## src/rtl/qei_pkg.sv

```systemverilog
// Shared types for the quadrature encoder front end: step codes, FSM states and
// the Gray-phase helper used by the transition decoder.
package qei_pkg;

    localparam int ERR_CNT_W = 8;

    typedef enum logic [1:0] {
        STEP_NONE = 2'd0,
        STEP_UP   = 2'd1,
        STEP_DN   = 2'd2,
        STEP_ERR  = 2'd3
    } step_e;

    typedef enum logic {
        ST_INIT = 1'b0,
        ST_RUN  = 1'b1
    } state_e;

    // {A,B} Gray code to phase index along the forward sequence 00->10->11->01.
    function automatic logic [1:0] phase_of(input logic [1:0] ab);
        logic [1:0] ph;
        case (ab)
            2'b00:   ph = 2'd0;
            2'b10:   ph = 2'd1;
            2'b11:   ph = 2'd2;
            default: ph = 2'd3;
        endcase
        return ph;
    endfunction

    // Phase distance modulo 4: 1 is a forward step, 3 backward, 2 means both bits moved.
    function automatic step_e decode_step(input logic [1:0] prev_ab, input logic [1:0] cur_ab);
        logic [1:0] d;
        step_e s;
        d = phase_of(cur_ab) - phase_of(prev_ab);
        case (d)
            2'd0:    s = STEP_NONE;
            2'd1:    s = STEP_UP;
            2'd2:    s = STEP_ERR;
            default: s = STEP_DN;
        endcase
        return s;
    endfunction

endpackage

```

## src/rtl/qei_filter.sv

```systemverilog
// One encoder pad: metastability flop chain followed by a stability filter that
// accepts a new level only after FILT_LEN consecutive differing synced samples.
module qei_filter #(
    parameter int SYNC_STAGES = 2,
    parameter int FILT_LEN    = 3
) (
    input  logic clk,
    input  logic rst_n,
    input  logic pad,
    output logic level
);

    localparam int CW = (FILT_LEN > 1) ? $clog2(FILT_LEN) : 1;

    logic [SYNC_STAGES-1:0] sync_q;
    logic [CW-1:0]          cnt;
    logic                   synced;

    assign synced = sync_q[SYNC_STAGES-1];

    always_ff @(posedge clk or negedge rst_n) begin
        if (!rst_n) begin
            sync_q <= '0;
        end else begin
            sync_q <= {sync_q[SYNC_STAGES-2:0], pad};
        end
    end

    // Any sample matching the current level restarts the run, so short pulses never land.
    always_ff @(posedge clk or negedge rst_n) begin
        if (!rst_n) begin
            cnt   <= '0;
            level <= 1'b0;
        end else if (synced == level) begin
            cnt <= '0;
        end else if (cnt == CW'(FILT_LEN - 1)) begin
            cnt   <= '0;
            level <= synced;
        end else begin
            cnt <= cnt + 1'b1;
        end
    end

endmodule

```

## src/rtl/qei_decoder.sv

```systemverilog
// Quadrature encoder front end: filtered A/B/I pads, x4 decode into a signed
// position counter, index capture and illegal-transition accounting.
module qei_decoder
    import qei_pkg::*;
#(
    parameter int CNT_W       = 32,
    parameter int SYNC_STAGES = 2,
    parameter int FILT_LEN    = 3
) (
    input  logic                 sys_clk,
    input  logic                 sys_rst_n,
    input  logic                 qei_a,
    input  logic                 qei_b,
    input  logic                 qei_i,
    input  logic                 en,
    input  logic                 clr,
    input  logic                 preset_we,
    input  logic [CNT_W-1:0]     preset_val,
    input  logic                 idx_zero_en,
    output logic [CNT_W-1:0]     position,
    output logic [CNT_W-1:0]     index_pos,
    output logic                 index_seen,
    output logic                 dir,
    output logic                 err,
    output logic [ERR_CNT_W-1:0] err_cnt
);

    // INIT lasts one cycle past the filter fill time so prev is loaded from settled levels.
    localparam int INIT_CYC = SYNC_STAGES + FILT_LEN;
    localparam int IW       = $clog2(INIT_CYC + 1);

    logic          a_lvl, b_lvl, i_lvl;
    logic [1:0]    prev_ab;
    logic          i_prev;
    state_e        state, state_nxt;
    logic [IW-1:0] init_cnt, init_nxt;
    step_e         step;
    logic          run, idx_edge;
    logic [CNT_W-1:0] pos_nxt;

    qei_filter #(.SYNC_STAGES(SYNC_STAGES), .FILT_LEN(FILT_LEN)) u_filt_a (
        .clk(sys_clk), .rst_n(sys_rst_n), .pad(qei_a), .level(a_lvl));
    qei_filter #(.SYNC_STAGES(SYNC_STAGES), .FILT_LEN(FILT_LEN)) u_filt_b (
        .clk(sys_clk), .rst_n(sys_rst_n), .pad(qei_b), .level(b_lvl));
    qei_filter #(.SYNC_STAGES(SYNC_STAGES), .FILT_LEN(FILT_LEN)) u_filt_i (
        .clk(sys_clk), .rst_n(sys_rst_n), .pad(qei_i), .level(i_lvl));

    always_ff @(posedge sys_clk or negedge sys_rst_n) begin
        if (!sys_rst_n) begin
            state    <= ST_INIT;
            init_cnt <= '0;
        end else begin
            state    <= state_nxt;
            init_cnt <= init_nxt;
        end
    end

    always_comb begin
        state_nxt = state;
        init_nxt  = init_cnt;
        case (state)
            ST_INIT: begin
                init_nxt = init_cnt + 1'b1;
                if (init_cnt == IW'(INIT_CYC)) begin
                    state_nxt = ST_RUN;
                    init_nxt  = '0;
                end
            end
            default: ;
        endcase
    end

    assign run      = (state == ST_RUN);
    assign step     = run ? decode_step(prev_ab, {a_lvl, b_lvl}) : STEP_NONE;
    assign idx_edge = run & i_lvl & ~i_prev;

    always_comb begin
        pos_nxt = position;
        if (clr) begin
            pos_nxt = '0;
        end else if (preset_we) begin
            pos_nxt = preset_val;
        end else if (idx_zero_en && idx_edge) begin
            pos_nxt = '0;
        end else if (en && step == STEP_UP) begin
            pos_nxt = position + CNT_W'(1);
        end else if (en && step == STEP_DN) begin
            pos_nxt = position - CNT_W'(1);
        end
    end

    // prev/i_prev track the pins in both states; in INIT that is the initial load.
    always_ff @(posedge sys_clk or negedge sys_rst_n) begin
        if (!sys_rst_n) begin
            prev_ab    <= 2'b00;
            i_prev     <= 1'b0;
            position   <= '0;
            index_pos  <= '0;
            index_seen <= 1'b0;
            dir        <= 1'b0;
            err        <= 1'b0;
            err_cnt    <= '0;
        end else begin
            prev_ab  <= {a_lvl, b_lvl};
            i_prev   <= i_lvl;
            position <= pos_nxt;
            err      <= (step == STEP_ERR);
            if (idx_edge) index_pos <= position;
            if (clr) begin
                index_seen <= 1'b0;
            end else if (idx_edge) begin
                index_seen <= 1'b1;
            end
            if (step == STEP_UP) begin
                dir <= 1'b1;
            end else if (step == STEP_DN) begin
                dir <= 1'b0;
            end
            if (clr) begin
                err_cnt <= '0;
            end else if (step == STEP_ERR && err_cnt != {ERR_CNT_W{1'b1}}) begin
                err_cnt <= err_cnt + 1'b1;
            end
        end
    end

endmodule
```

## config.mk

```make
export PLATFORM = sky130hd
export DESIGN_NAME = qei_decoder
export DESIGN_NICKNAME = d
export VERILOG_FILES = /design/src/rtl/qei_pkg.sv /design/src/rtl/qei_filter.sv /design/src/rtl/qei_decoder.sv
export SDC_FILE = /design/constraint.sdc
export NUM_CORES = 1
export LEC_CHECK = 0
export CAP_MARGIN = 10
export CORE_AREA = 2 2 118 120
export CTS_BUF_LIST = sky130_fd_sc_hd__clkbuf_16
export CTS_CLUSTER_SIZE = 16
export DETAILED_ROUTE_END_ITERATION = 16
export DIE_AREA = 0 0 120 122
export PLACE_DENSITY = 0.65
export SLEW_MARGIN = 30
export SYNTH_ARGS = -nofsm -noshare
export SYNTH_HDL_FRONTEND = slang
export SYNTH_HIERARCHICAL = 1
export SYNTH_SLANG_ARGS = --single-unit
```

## constraint.sdc

```tcl
create_clock -name sys_clk -period 8.6 [get_ports sys_clk]
set_clock_uncertainty 0.05 [all_clocks]
set_input_delay 0.86 -clock sys_clk [delete_from_list [all_inputs] [get_ports sys_clk]]
set_output_delay 0.86 -clock sys_clk [all_outputs]
set_load 0.01 [all_outputs]
```

# Yosys cells after proc, flatten, opt, wreduce, memory -nomap -nowiden
# Index checks and enable logic that the tools add are counted.
# word_totals
register_bits	97
latchBits	0
mem_bits_rw	0
romBits	0
input_bits	41
out_inout_bits	75
word_cells	88
mem_count	0
# op_classes
add_sub_neg	8
multipliers	0
div_mod_pow	0
n_lt_le_gt_ge	0
n_eq_ne	17
n_shift	0
mux	24
bitwise	6
reduce_logical	14
# op_table
op	n
2-to-1 mux 32 bit	5
adder 32 x 1 -> 32 bit, second input constant	1
subtractor 32 x 1 -> 32 bit, second input constant	1
equality test 2 bit, second input constant	10
case mux 2 bit (3 select lines)	3
2-to-1 mux 8 bit	2
2-to-1 mux 2 bit	7
adder 8 x 1 -> 8 bit, second input constant	1
!= test 8 bit, second input constant	1
adder 2 x 1 -> 2 bit, second input constant	3
logical NOT 2 bit	3
2-to-1 mux 1 bit	6
AND reduction 2 bit	3
nonzero test 2 bit	3
nonzero test 5 bit	1
equality test 2 x 1 -> 1 bit, second input constant	2
logical AND 1 bit	4
inverter 1 bit	4
adder 3 x 1 -> 3 bit, second input constant	1
equality test 1 bit	3
equality test 3 bit, second input constant	1
2-to-1 mux 3 bit	1
AND 1 bit	2
subtractor 2 bit	1

# Logic depth before layout (Yosys ltp)
# Gate-level depths: netlist of run 1.
# logic_depth
ltp_word	13
mapped_depth	18

# By module
# The synthesis of run 1 kept the hierarchy.
# modules_own_cells
module	instances	cells_each	area_per_inst_um2
qei_decoder	1	601	5280.1
qei_filter	3	10	175.2

# Worst setup path after synthesis of run 1
# OpenSTA, ideal clock, no wires.
# synth_path
path_kind	reg2reg
startpoint	register u_filt_a.level
endpoint	register position[28]
setup_time_ns	0.070
arrival_ns	4.615
required_ns	8.480
path_slack_ns	3.866
path_stages_with_launch	18
period_less_slack_ns	4.734
cell_sequence	dfrtp_1 -> inv_1 -> ha_1 -> ha_1 -> xnor2_1 -> ha_1 -> nor2b_1 -> nand3_1 -> ha_1 -> buf_4 -> nand2_1 -> or3_1 -> o211a_1 -> o31ai_4 -> a41o_1 -> a21oi_1 -> or4b_1 -> nand3_1
# synth_between
elab_chain_len	12
word_cells_on_any_way	19
# synth_lines
element	line_no	text
start, declared	qei_filter.sv:10	output logic level
start signal, assigned	qei_filter.sv:38	level <= synced;
equality test 2 bit / logical NOT 2 bit (equally long branches)	qei_pkg.sv:22	case (ab)
case mux 2 bit (3 select lines) (*)	qei_pkg.sv:22	
subtractor 2 bit (*)	qei_pkg.sv:35	d = phase_of(cur_ab) - phase_of(prev_ab);
equality test 2 bit (tied with other cells)	qei_pkg.sv:36	case (d)
case mux 2 bit (3 select lines) (*)	qei_pkg.sv:36	
2-to-1 mux 2 bit (*)	qei_decoder.sv:74	assign step = run ? decode_step(prev_ab, {a_lvl, b_lvl}) : STEP_NONE;
equality test 2 x 1 -> 1 bit	qei_decoder.sv:85	end else if (en && step == STEP_UP) begin
logical AND 1 bit	qei_decoder.sv:85	
2-to-1 mux 32 bit	qei_decoder.sv:85	
2-to-1 mux 32 bit	qei_decoder.sv:83	end else if (idx_zero_en && idx_edge) begin
2-to-1 mux 32 bit	qei_decoder.sv:81	end else if (preset_we) begin
2-to-1 mux 32 bit	qei_decoder.sv:79	if (clr) begin
end signal, assigned	qei_decoder.sv:106	position <= pos_nxt;
end, declared	qei_decoder.sv:20	output logic [CNT_W-1:0] position,
# Mark *: on every way between the ends. The rest lies on a longest branch, timed or not.
# A chain may end at the register's enable or synchronous reset.

# Final worst setup path of run 1
# layout_path
startpoint	register u_filt_a.level
endpoint	register position[25]
# Same word-level chain as after synthesis.

==> results of run 1 <==
## cells by family (layout without fill, tap and decap cells)
logic type | count (synthesis) | in the layout
compound gates | 162 | 162
xor+xnor | 37 | 37
fa+ha+maj | 46 | 46
buf+inv | 39 | 150
flops | 97 | 97
mux | 8 | 8
simple gates | 242 | 242
## final timing paths
kind	from	end	slack (ns)	cells past startpoint
setup / recovery	u_filt_a/level	position[25]	4.17	17
min in group asynchronous	sys_rst_n	u_filt_i/level	0.46	1
max in group asynchronous	sys_rst_n	index_pos[25]	6.95	2
hold reg to reg	u_filt_i/sync_q[0]	u_filt_i/sync_q[1]	0.30	0
setup reg to reg	u_filt_a/level	position[25]	4.17	17
hold / removal	u_filt_i/sync_q[0]	u_filt_i/sync_q[1]	0.30	0
## sequential cells by signal, summed over array words and instances (netlist names), 2 cells and up
name,cells
u_filt_a/cnt,2
u_filt_b/sync_q,2
position,32
u_filt_b/cnt,2
init_cnt,3
u_filt_i/sync_q,2
prev_ab,2
index_pos,32
u_filt_i/cnt,2
u_filt_a/sync_q,2
err_cnt,8
## metrics by stage
step	setup WS [ns]	std cells	util, %
final	4.17	922	55.1
after floorplan	3.87	631	-
after CTS	4.19	922	55.1
after global placement	3.99	906	52.7
after detailed placement	4.22	906	52.7
after global routing	3.80	922	55.1
## cell usage after synthesis, drive strengths merged, types with 2 or more instances
library cell	instances	share of area, %
a2111oi	2	0.52
a211oi	8	1.0
a21boi	4	0.58
a21o	9	1.2
a21oi	38	3.3
a221oi	9	1.4
a222oi	3	0.52
a22oi	16	2.1
a311o	2	0.34
a31oi	4	0.43
a32oi	2	0.30
and3	5	0.62
buf	5	0.47
clkbuf	20	1.3
dfrtp	97	42
ha	45	9.7
inv	14	0.91
mux2	6	1.4
mux2i	2	0.34
nand2	127	8.2
nand3	15	1.7
nand4	7	0.75
nor2	47	3.1
nor2b	9	1.4
nor3	17	1.5
nor3b	4	0.52
o211ai	3	0.47
o21a	5	0.65
o21ai	38	3.3
o21bai	6	0.78
o22ai	3	0.43
o31ai	2	0.58
or3	6	0.65
xnor2	24	3.6
xor2	13	2.0
## layer usage
layer | vias up | routed length (um) | track usage, %
met5 | - | 0 | 0
met4 | 0 | 316 | 7.13
met3 | 26 | 807 | 5.01
met2 | 141 | 7320 | 36.5
met1 | 2442 | 6720 | 27.7
li1 | 2460 | - | -
## area by class of cell
class,instances,area (sq um),share of cell area (%)
Clock buffer,9,225,3.03
Clock inverter,7,93.8,1.26
Inverter,14,52.6,0.706
Multi-Input combinational cell,495,3230,43.4
Sequential cell,97,2430,32.6
Tap cell,180,225,3.03
Timing Repair Buffer,120,1190,15.9
==> key figures, run 1 <==
Worst setup path
  – Crit path max fanout: 39
  – Arrival time worst endpoint: 4.61 ns
  – Critical path, cell by cell: inv_1, ha_1, ha_1, xnor2_1, ha_1, nor2b_1, nand3_1, buf_4, ha_1, nand3_1, o211ai_2, a21oi_1, o31ai_2, nand2_1, o22ai_1, a2111o_1, nand3_1
  – WP buf/inv: 2
  – WS Path Type: flop to flop
  – CP top delay family: compound AO/OA/AOI/OAI gates
  – Crit path launch type: flop
  – Crit. End Element: flop
  – Slowest CP cell: dfrtp_1
  – CP required: 8.77 ns
  – Crit path largest cell delay: 0.45 ns
  – Cell mode on critical path: ha_1

Place
  – GPL Wtd Cong: 0.925
  – Port-buffer cells: 115
  – Hpwl dp: 10.9 mm
  – DP Area: 7120 sq um

Logic synthesis
  – Ys Warns: 6
  – Main combinational cell family by area after synthesis: compound AO/OA/AOI/OAI gates
  – Area share of xor/xnor cells in the synthesized design: 5.58%
  – Distinct cell type count of the synthesized netlist: 63
  – Synth Area in Compound Gates: 19.2%
  – Synthesized area: 5810 sq um
  – Simple-gate share of the synthesized area: 19.0%
  – Post-synth EDFFs: 0
  – Top_reg_cell synth: dfrtp_1
  – Seq/Total Area, Yosys: 41.8%
  – Post-Syn Instances: 631
  – Post-Syn Nets: 718
  – Mux cell area share after synthesis: 1.70%
  – Asr flop ratio synth: 100%
  – Synthesized-area fraction occupied by adder cells: 10.0%
  – #FFs+latches synth: 97
  – Syn Area/Cell: 9.20 sq um

Detailed routing
  – Iter 0 DRT Violations: 297
  – Final wirelength: 15.2 mm
  – Detail Route Antenna Nets: 0
  – Via density: 5.50
  – DRT Pass-1 Iters: 7
  – Via Count: 5069
  – Drt drc: 0
  – Per-cell routed wire length: 16.5 um

Floorplanning
  – Num rows: 43
  – Die Y: 122 um
  – Die area: 14600 sq um
  – Ports: 116
  – Core Region: 13500 sq um
  – Die W: 120 um
  – Initial Util: 43.0%

Clock tree
  – Post-CTS Hold Fix Bufs: 0
  – Clock slew at reported path FFs: 0.07 ns
  – Clk buf depth: 2
  – Post-CTS Repair Setup Buffers: 0
  – Post-CTS sizing: 0
  – Num CTS Buffers: 9
  – Clock sink count: 97
  – Clk_lat worst skew: 0.35 ns
  – Root Driver: clkbuf_16
  – Max H-tree Level: 3
  – CTS tree: yes

STA
  – Final worst path period need: 4.43 ns
  – Worst slew pin tran: 0.829 ns
  – Slew Viols, Final: 0
  – WHS: 0.301 ns
  – RSZ-0062 raised after global routing: no
  – Relative slew slack: 44.7%
  – Setup TNS: 0 ns
  – # setup viols final: 0
  – Fin. Hold Viols: 0
  – Fin crit share: 51.6%
  – Max Freq: 226 MHz

Worst hold path
  – Tightest Hold Check Type: flop to flop

Final layout
  – Layout cells sized above 1: 6.47%
  – Post-route design area: 7440 sq um
  – Layout Area Growth over Synthesis: 28.1%
  – Fill cells: 1219
  – Ant. Diodes: 0
  – Most frequent cells in the layout: 127 x nand2_1, 114 x clkdlybuf4s50_1, 97 x dfrtp_1, 45 x ha_1, 44 x nor2_1
  – Most common cell after layout, fill and taps aside: nand2_1
  – Fin nets: 824

Global routing
  – First-pass GRT wire length: 25.3 mm
  – GRT Total Usage: 21.7%
  – Largest net degree at the start of global routing: 52
  – Initial antenna violation count: 0
  – Global route overflow: 0
  – Vias in the first global route: 5067

Status
  – Status: finished clean

Flow run
  – Max cap viols: 0
Power of run 1 is left out: the tool's default activity adds up to more than one toggle a clock period on the data nets, which glitch-free logic cannot reach.
==> run 2: changes to the inputs <==
--- a/config.mk
+++ b/config.mk
@@ -11,7 +11,7 @@
 export CTS_CLUSTER_SIZE = 16
 export DETAILED_ROUTE_END_ITERATION = 16
 export DIE_AREA = 0 0 120 122
-export PLACE_DENSITY = 0.65
+export PLACE_DENSITY = 0.68
 export SLEW_MARGIN = 30
 export SYNTH_ARGS = -nofsm -noshare
 export SYNTH_HDL_FRONTEND = slang
==> constraint.sdc (replaced) <==
create_clock -name sys_clk -period 3.75 [get_ports sys_clk]
set_clock_uncertainty 0.05 [all_clocks]
set_input_delay 0.375 -clock sys_clk [delete_from_list [all_inputs] [get_ports sys_clk]]
set_output_delay 0.375 -clock sys_clk [all_outputs]
set_load 0.01 [all_outputs]
==> run 2 against run 1 <==
  * The flow now finishes with violations (setup timing)
  * Wire length rose by 25%
  * Cell count increased by 11%
  * Non-clock buffer count up 105
  * Critical path depth up 1
  * First-iteration DRC count increased by 7.4%
  * Critical path type unchanged
  * Critical endpoint is now position[28]
  * Largest cell class unchanged
==> key figures, run 2 (same netlist as run 1, synthesis figures left out) <==
Detailed routing
  – Detail Route Antenna Nets: 0 (unchanged)
  – Met2 routed WL: 9.69 mm (+32%)
  – Top Layer Used: met4
  – M1 wire length: 7.97 mm (+19%)
  – Iter 0 DRT Violations: 319 (+7.4%)
  – DRT Pass-1 Iters: 7 (unchanged)
  – Via Count: 5638 (+11%)
  – Via density: 5.49 (-0.15%)
  – Final wirelength: 19.0 mm (+25%)
  – Per-cell routed wire length: 18.5 um (+12%)
  – Routed wire length on met3: 861 um (+6.7%)
  – Drt drc: 0 (unchanged)

Worst setup path
  – CP top delay family: simple AND/OR/NAND/NOR gates
  – Slowest CP cell: or4b_1
  – Crit path launch type: flop
  – Crit. End Element: flop
  – Crit path max fanout: 6 (-85%)
  – Arrival time worst endpoint: 4.13 ns (-0.48 ns)
  – Crit path largest cell delay: 0.47 ns (+0.02 ns)
  – CP required: 4.00 ns (-4.77 ns)
  – Cell mode on critical path: ha_4
  – WP buf/inv: 2 (unchanged)
  – WS Path Type: flop to flop
  – Critical path, cell by cell: inv_2, ha_4, nor2_4, xnor2_4, xnor2_4, ha_4, nor2b_4, nand3_4, buf_12, ha_4, nand3_4, a21boi_4, a22oi_2, o31ai_4, a41o_1, a21oi_1, or4b_1, nand3_1

Status
  – Failing checks: setup timing
  – Status: finished, violations left

STA
  – Worst slew pin tran: 0.943 ns (+0.114 ns)
  – Setup ws final: -0.130 ns (-4.30 ns)
  – Relative slew slack: 37.1% (-7.6 points)
  – Final worst path period need: 3.88 ns (-0.554 ns)
  – Max Freq: 258 MHz (+14%)
  – Fin. Hold Viols: 0 (unchanged)
  – Setup TNS: -0.333 ns (-0.333 ns)
  – # setup viols final: 7 (+7)
  – Slew Viols, Final: 0 (unchanged)
  – RSZ-0062 raised after global routing: yes
  – Fin crit share: 103% (+52 points)

Global routing
  – Global route overflow: 0 (unchanged)
  – First-pass GRT wire length: 28.6 mm (+13%)
  – Largest net degree at the start of global routing: 59 (+13%)
  – Vias in the first global route: 5566 (+9.8%)
  – GRT Total Usage: 24.9% (+3.2 points)
  – Initial antenna violation count: 0 (unchanged)

Clock tree
  – Num CTS Buffers: 9 (unchanged)
  – Root Driver: clkbuf_16
  – CTS tree: yes
  – Clock slew at reported path FFs: 0.07 ns (about the same)
  – Clock sink count: 97 (unchanged)
  – Max H-tree Level: 3 (unchanged)
  – Clk_lat worst skew: 0.37 ns (+0.02 ns)
  – Post-CTS Hold Fix Bufs: 0 (unchanged)
  – Clk buf depth: 2 (unchanged)

Final layout
  – Most common cell after layout, fill and taps aside: nand2_1
  – Most frequent cells in the layout: 122 x nand2_1, 114 x clkdlybuf4s50_1, 101 x buf_4, 96 x dfrtp_1, 40 x nor2_1
  – Ant. Diodes: 0 (unchanged)
  – Layout cells sized above 1: 28.5% (+22 points)
  – Layout Area Growth over Synthesis: 55.9%
  – Top Registers: index_pos: 32 flops, position: 32 flops, err_cnt: 8 flops
  – Final core occ: 67.0% (+12 points)
  – Non-Filler Instances: 1027 (+11%)
  – Fin nets: 929 (+13%)

Floorplanning
  – Core Region: 13500 sq um (unchanged)
  – Die W: 120 um (unchanged)
  – Initial Util: 43.0% (unchanged)
  – Num rows: 43 (unchanged)
  – Die area: 14600 sq um (unchanged)
  – Ports: 116 (unchanged)
  – Die Y: 122 um (unchanged)

Place
  – Port-buffer cells: 115 (unchanged)
  – Pre-CTS setup slack: -0.201 ns (-4.42 ns)
  – GPL Wtd Cong: 0.902 (-2.5%)
  – Cells after DPL: 993 (+9.6%)
  – Hpwl dp: 12.5 mm (+14%)

Flow run
  – Max cap viols: 0 (unchanged)

Worst hold path
  – Tightest Hold Check Type: input port to async pin
==> run 2: cell count changes in the layout (fill, tap and decap cells not counted), sizes merged <==
cell      change
buf         +104
clkinvlp      -1
clkbuf        +1
clkinv        -1
inv           +2
==> run 2: final cells by class <==
type                            instances  area (sq um)
Clock buffer                            9           225
Clock inverter                          7           109
Fill cell                            1041          4460
Inverter                               14          52.6
Multi-Input combinational cell        495          3950
Sequential cell                        97          2430
Tap cell                              180           225
Timing Repair Buffer                  225          2060
==> run 2: through the flow <==
step | hold WS [ns] | cell area [sq um]
3_5_place_dp | 0.286 | 7820
4_1_cts | 0.0506 | 8550
3_3_place_gp | 0.284 | 7820
2_1_floorplan | 0.0294 | 5840
5_1_grt | 0.0876 | 9050
6_report | 0.0220 | 9050
==> run 2: worst reg2reg max path, delay by kind of cell, from the launching register on <==
family	cells	cell delay, ns
AND/OR/NAND/NOR	6	1.11
AO/OA/AOI/OAI	5	0.90
adder cells (fa/ha/maj)	3	0.70
flip-flops	1	0.44
XOR/XNOR	2	0.33
buffers and inverters	2	0.28
==> run 2: per-layer routing <==
layer  track usage [%]  vias to the layer above
met4              9.12                        0
li1                  -                     2669
met3              4.26                       37
met2              42.2                      165
met1              31.9                     2767
met5                 0                        -
==> run 2: repair_timing <==
item / in CTS / in global routing
gates cloned: 1 / 1
gates resized for setup: 59 / 68
setup endpoints to repair: 17 / 22
setup buffers: 7 / 10
pin swaps: 24 / 59
==> run 2: final timing paths <==
kind | startpoint | to | slack (ns) | cells past startpoint
worst max-delay path | u_filt_a/level | position[28] | -0.13 | 18
worst min-delay path | sys_rst_n | u_filt_b/cnt[1] | 0.02 | 1
worst max register to register | u_filt_a/level | position[28] | -0.13 | 18
worst min register to register | u_filt_a/sync_q[0] | u_filt_a/sync_q[1] | 0.29 | 0
max in group asynchronous | sys_rst_n | err_cnt[7] | 2.82 | 2
min in group sys_clk | u_filt_a/sync_q[0] | u_filt_a/sync_q[1] | 0.29 | 0
Power of run 2 is left out for the same reason.
==> run 3: changes to the inputs <==
--- a/config.mk
+++ b/config.mk
@@ -11,8 +11,7 @@
 export CTS_CLUSTER_SIZE = 16
 export DETAILED_ROUTE_END_ITERATION = 16
 export DIE_AREA = 0 0 120 122
-export PLACE_DENSITY = 0.68
-export SLEW_MARGIN = 30
+export PLACE_DENSITY = 0.65
 export SYNTH_ARGS = -nofsm -noshare
 export SYNTH_HDL_FRONTEND = slang
 export SYNTH_HIERARCHICAL = 1
==> constraint.sdc (replaced) <==
create_clock -name sys_clk -period 3.84 [get_ports sys_clk]
set_clock_uncertainty 0.05 [all_clocks]
set_input_delay 0.384 -clock sys_clk [delete_from_list [all_inputs] [get_ports sys_clk]]
set_output_delay 0.384 -clock sys_clk [all_outputs]
set_load 0.01 [all_outputs]
==> run 3 against run 2 <==
  * The run still ends with setup timing left
  * Flip-flop and latch count did not move
  * Global-route usage fell by 1.7 points
  * Sequential share of layout area rose by 2.0 points
  * Core utilization fell by 4.7 points
  * Wire length fell by 10%
  * Cell area fell by 7.0%
  * Hold slack improved by 0.28 ns
  * Register-to-register slack improved by 0.07 ns
  * Highest routed layer unchanged
==> key figures, run 3 (same netlist as run 1, synthesis figures left out) <==
Status
  – Status: finished, violations left
  – Failing checks: setup timing

STA
  – # setup viols final: 3 (-4)
  – WHS: 0.305 ns (+0.283 ns)
  – Fin crit share: 101% (-2.0 points)
  – Slew Viols, Final: 0 (unchanged)
  – Worst slew pin tran: 0.805 ns (-0.138 ns)
  – Final worst path period need: 3.90 ns (+0.0162 ns)
  – Setup ws final: -0.0559 ns (+0.0738 ns)
  – Relative slew slack: 46.3% (+9.2 points)
  – Setup TNS: -0.0983 ns (+0.235 ns)
  – Max Freq: 257 MHz (-0.42%)
  – Fin. Hold Viols: 0 (unchanged)
  – RSZ-0062 raised after global routing: yes

Final layout
  – Most common cell after layout, fill and taps aside: nand2_1
  – Multi-input logic area: 3720 sq um (-5.7%)
  – Post-route design area: 8420 sq um (-7.0%)
  – Most frequent cells in the layout: 125 x nand2_1, 114 x clkdlybuf4s50_1, 97 x dfrtp_1, 55 x buf_4, 39 x nor2_1
  – Fin nets: 883 (-5.0%)
  – Layout cells sized above 1: 21.7% (-6.7 points)
  – Fill cells: 1124 (+8.0%)
  – Top Registers: index_pos: 32 flops, position: 32 flops, err_cnt: 8 flops
  – Layout Area Growth over Synthesis: 45.0%
  – Register area: 2430 sq um (about the same)
  – Final core occ: 62.3% (-4.7 points)
  – Ant. Diodes: 0 (unchanged)

Detailed routing
  – Iter 0 DRT Violations: 355 (+11%)
  – Final wirelength: 17.1 mm (-10%)
  – Detail Route Antenna Nets: 0 (unchanged)
  – Via density: 5.48 (-0.25%)
  – Via Count: 5372 (-4.7%)
  – DRT Pass-1 Iters: 7 (unchanged)
  – Drt drc: 0 (unchanged)
  – Per-cell routed wire length: 17.4 um (-5.7%)

Floorplanning
  – Core Region: 13500 sq um (unchanged)
  – Die W: 120 um (unchanged)
  – Die Y: 122 um (unchanged)
  – Ports: 116 (unchanged)
  – Die area: 14600 sq um (unchanged)
  – Initial Util: 43.0% (unchanged)
  – Num rows: 43 (unchanged)

Worst setup path
  – Crit. End Element: flop
  – WS Path Type: flop to flop
  – FF-to-FF Start: u_filt_b/level
  – Crit path launch type: flop
  – Crit path from: u_filt_b/level
  – Arrival time worst endpoint: 4.14 ns (about the same)
  – Crit path max fanout: 8 (+2)
  – CP required: 4.09 ns (+0.09 ns)

Clock tree
  – Num CTS Buffers: 9 (unchanged)
  – Clock slew at reported path FFs: 0.07 ns (about the same)
  – CTS tree: yes
  – Root Driver: clkbuf_16
  – Clk_lat worst skew: 0.36 ns (about the same)
  – Clk buf depth: 2 (unchanged)
  – Max H-tree Level: 3 (unchanged)
  – Clock sink count: 97 (unchanged)

Global routing
  – Largest net degree at the start of global routing: 48 (-19%)
  – Initial antenna violation count: 0 (unchanged)
  – Vias in the first global route: 5369 (-3.5%)
  – GRT Total Usage: 23.2% (-1.7 points)
  – Global route overflow: 0 (unchanged)
  – First-pass GRT wire length: 27.0 mm (-5.8%)

Place
  – DP Area: 7480 sq um (-4.2%)
  – Hpwl dp: 12.1 mm (-3.1%)
  – GPL Wtd Cong: 0.896 (-0.69%)
  – Port-buffer cells: 115 (unchanged)

Flow run
  – Max cap viols: 0 (unchanged)

Worst hold path
  – Hold path start: u_filt_a/sync_q[0]
  – Tightest Hold Check Type: flop to flop
run 3: worst max-delay path: stages (launching register included):
cell and delay (ns):
dfrtp_1 0.42, ha_1 0.29, ha_2 0.20, xnor2_2 0.14, ha_1 0.33, nor2b_2 0.18, nand3_4 0.15, buf_12 0.19
ha_1 0.36, and3_4 0.25, nand3_4 0.09, o211a_1 0.26, o31ai_4 0.09, a41o_1 0.24, a21oi_2 0.04, or4b_1 0.47
nand3_1 0.08
run 3: path summary, 6_finish.rpt:
check / endpoint / slack (ns) / cells after the start
worst max register to register: position[28] / -0.06 / 16
worst max-delay path: position[28] / -0.06 / 16
max in group asynchronous: position[24] / 2.47 / 3
min in group asynchronous: u_filt_a/sync_q[1] / 0.39 / 2
worst min register to register: u_filt_a/sync_q[1] / 0.31 / 0
worst min-delay path: u_filt_a/sync_q[1] / 0.31 / 0
run 3: metrics by stage:
| stage | cells | setup slack [ns] |
|---|---|---|
| 3_5_place_dp | 949 | -0.0937 |
| 2_1_floorplan | 631 | -0.124 |
| 3_3_place_gp | 949 | 0.0366 |
| 6_report | 981 | -0.0559 |
| 4_1_cts | 967 | -0.0674 |
| 5_1_grt | 981 | -0.278 |
run 3: layout make-up:
cell class / instances / area share (%)
tap: 180 / 2.68
multi-input combinational: 495 / 44.2
clock inverter: 7 / 0.728
clock buffer: 9 / 2.68
sequential: 97 / 28.8
inverter: 14 / 0.624
timing repair buffer: 179 / 20.2
run 3: layer usage:
metal  up-vias  wire, um  global-route usage, %
met1      2628      7530                   30.3
met5         -         0                      0
met4         0       327                   6.91
met2       133      8360                   39.0
met3        21       868                   4.54
li1       2590         -                      -
run 3: what timing repair did:
| action | in CTS | in global routing |
|---|---|---|
| pin swaps | 2 | 44 |
| buffers inserted | 1 | 12 |
| hold endpoints to repair | 19 | 0 |
| gates cloned | 0 | 3 |
| endpoints found under the setup margin | 12 | 22 |
| gates resized for setup | 9 | 83 |
| hold buffers | 1 | 0 |
Power of run 3 is left out for the same reason.
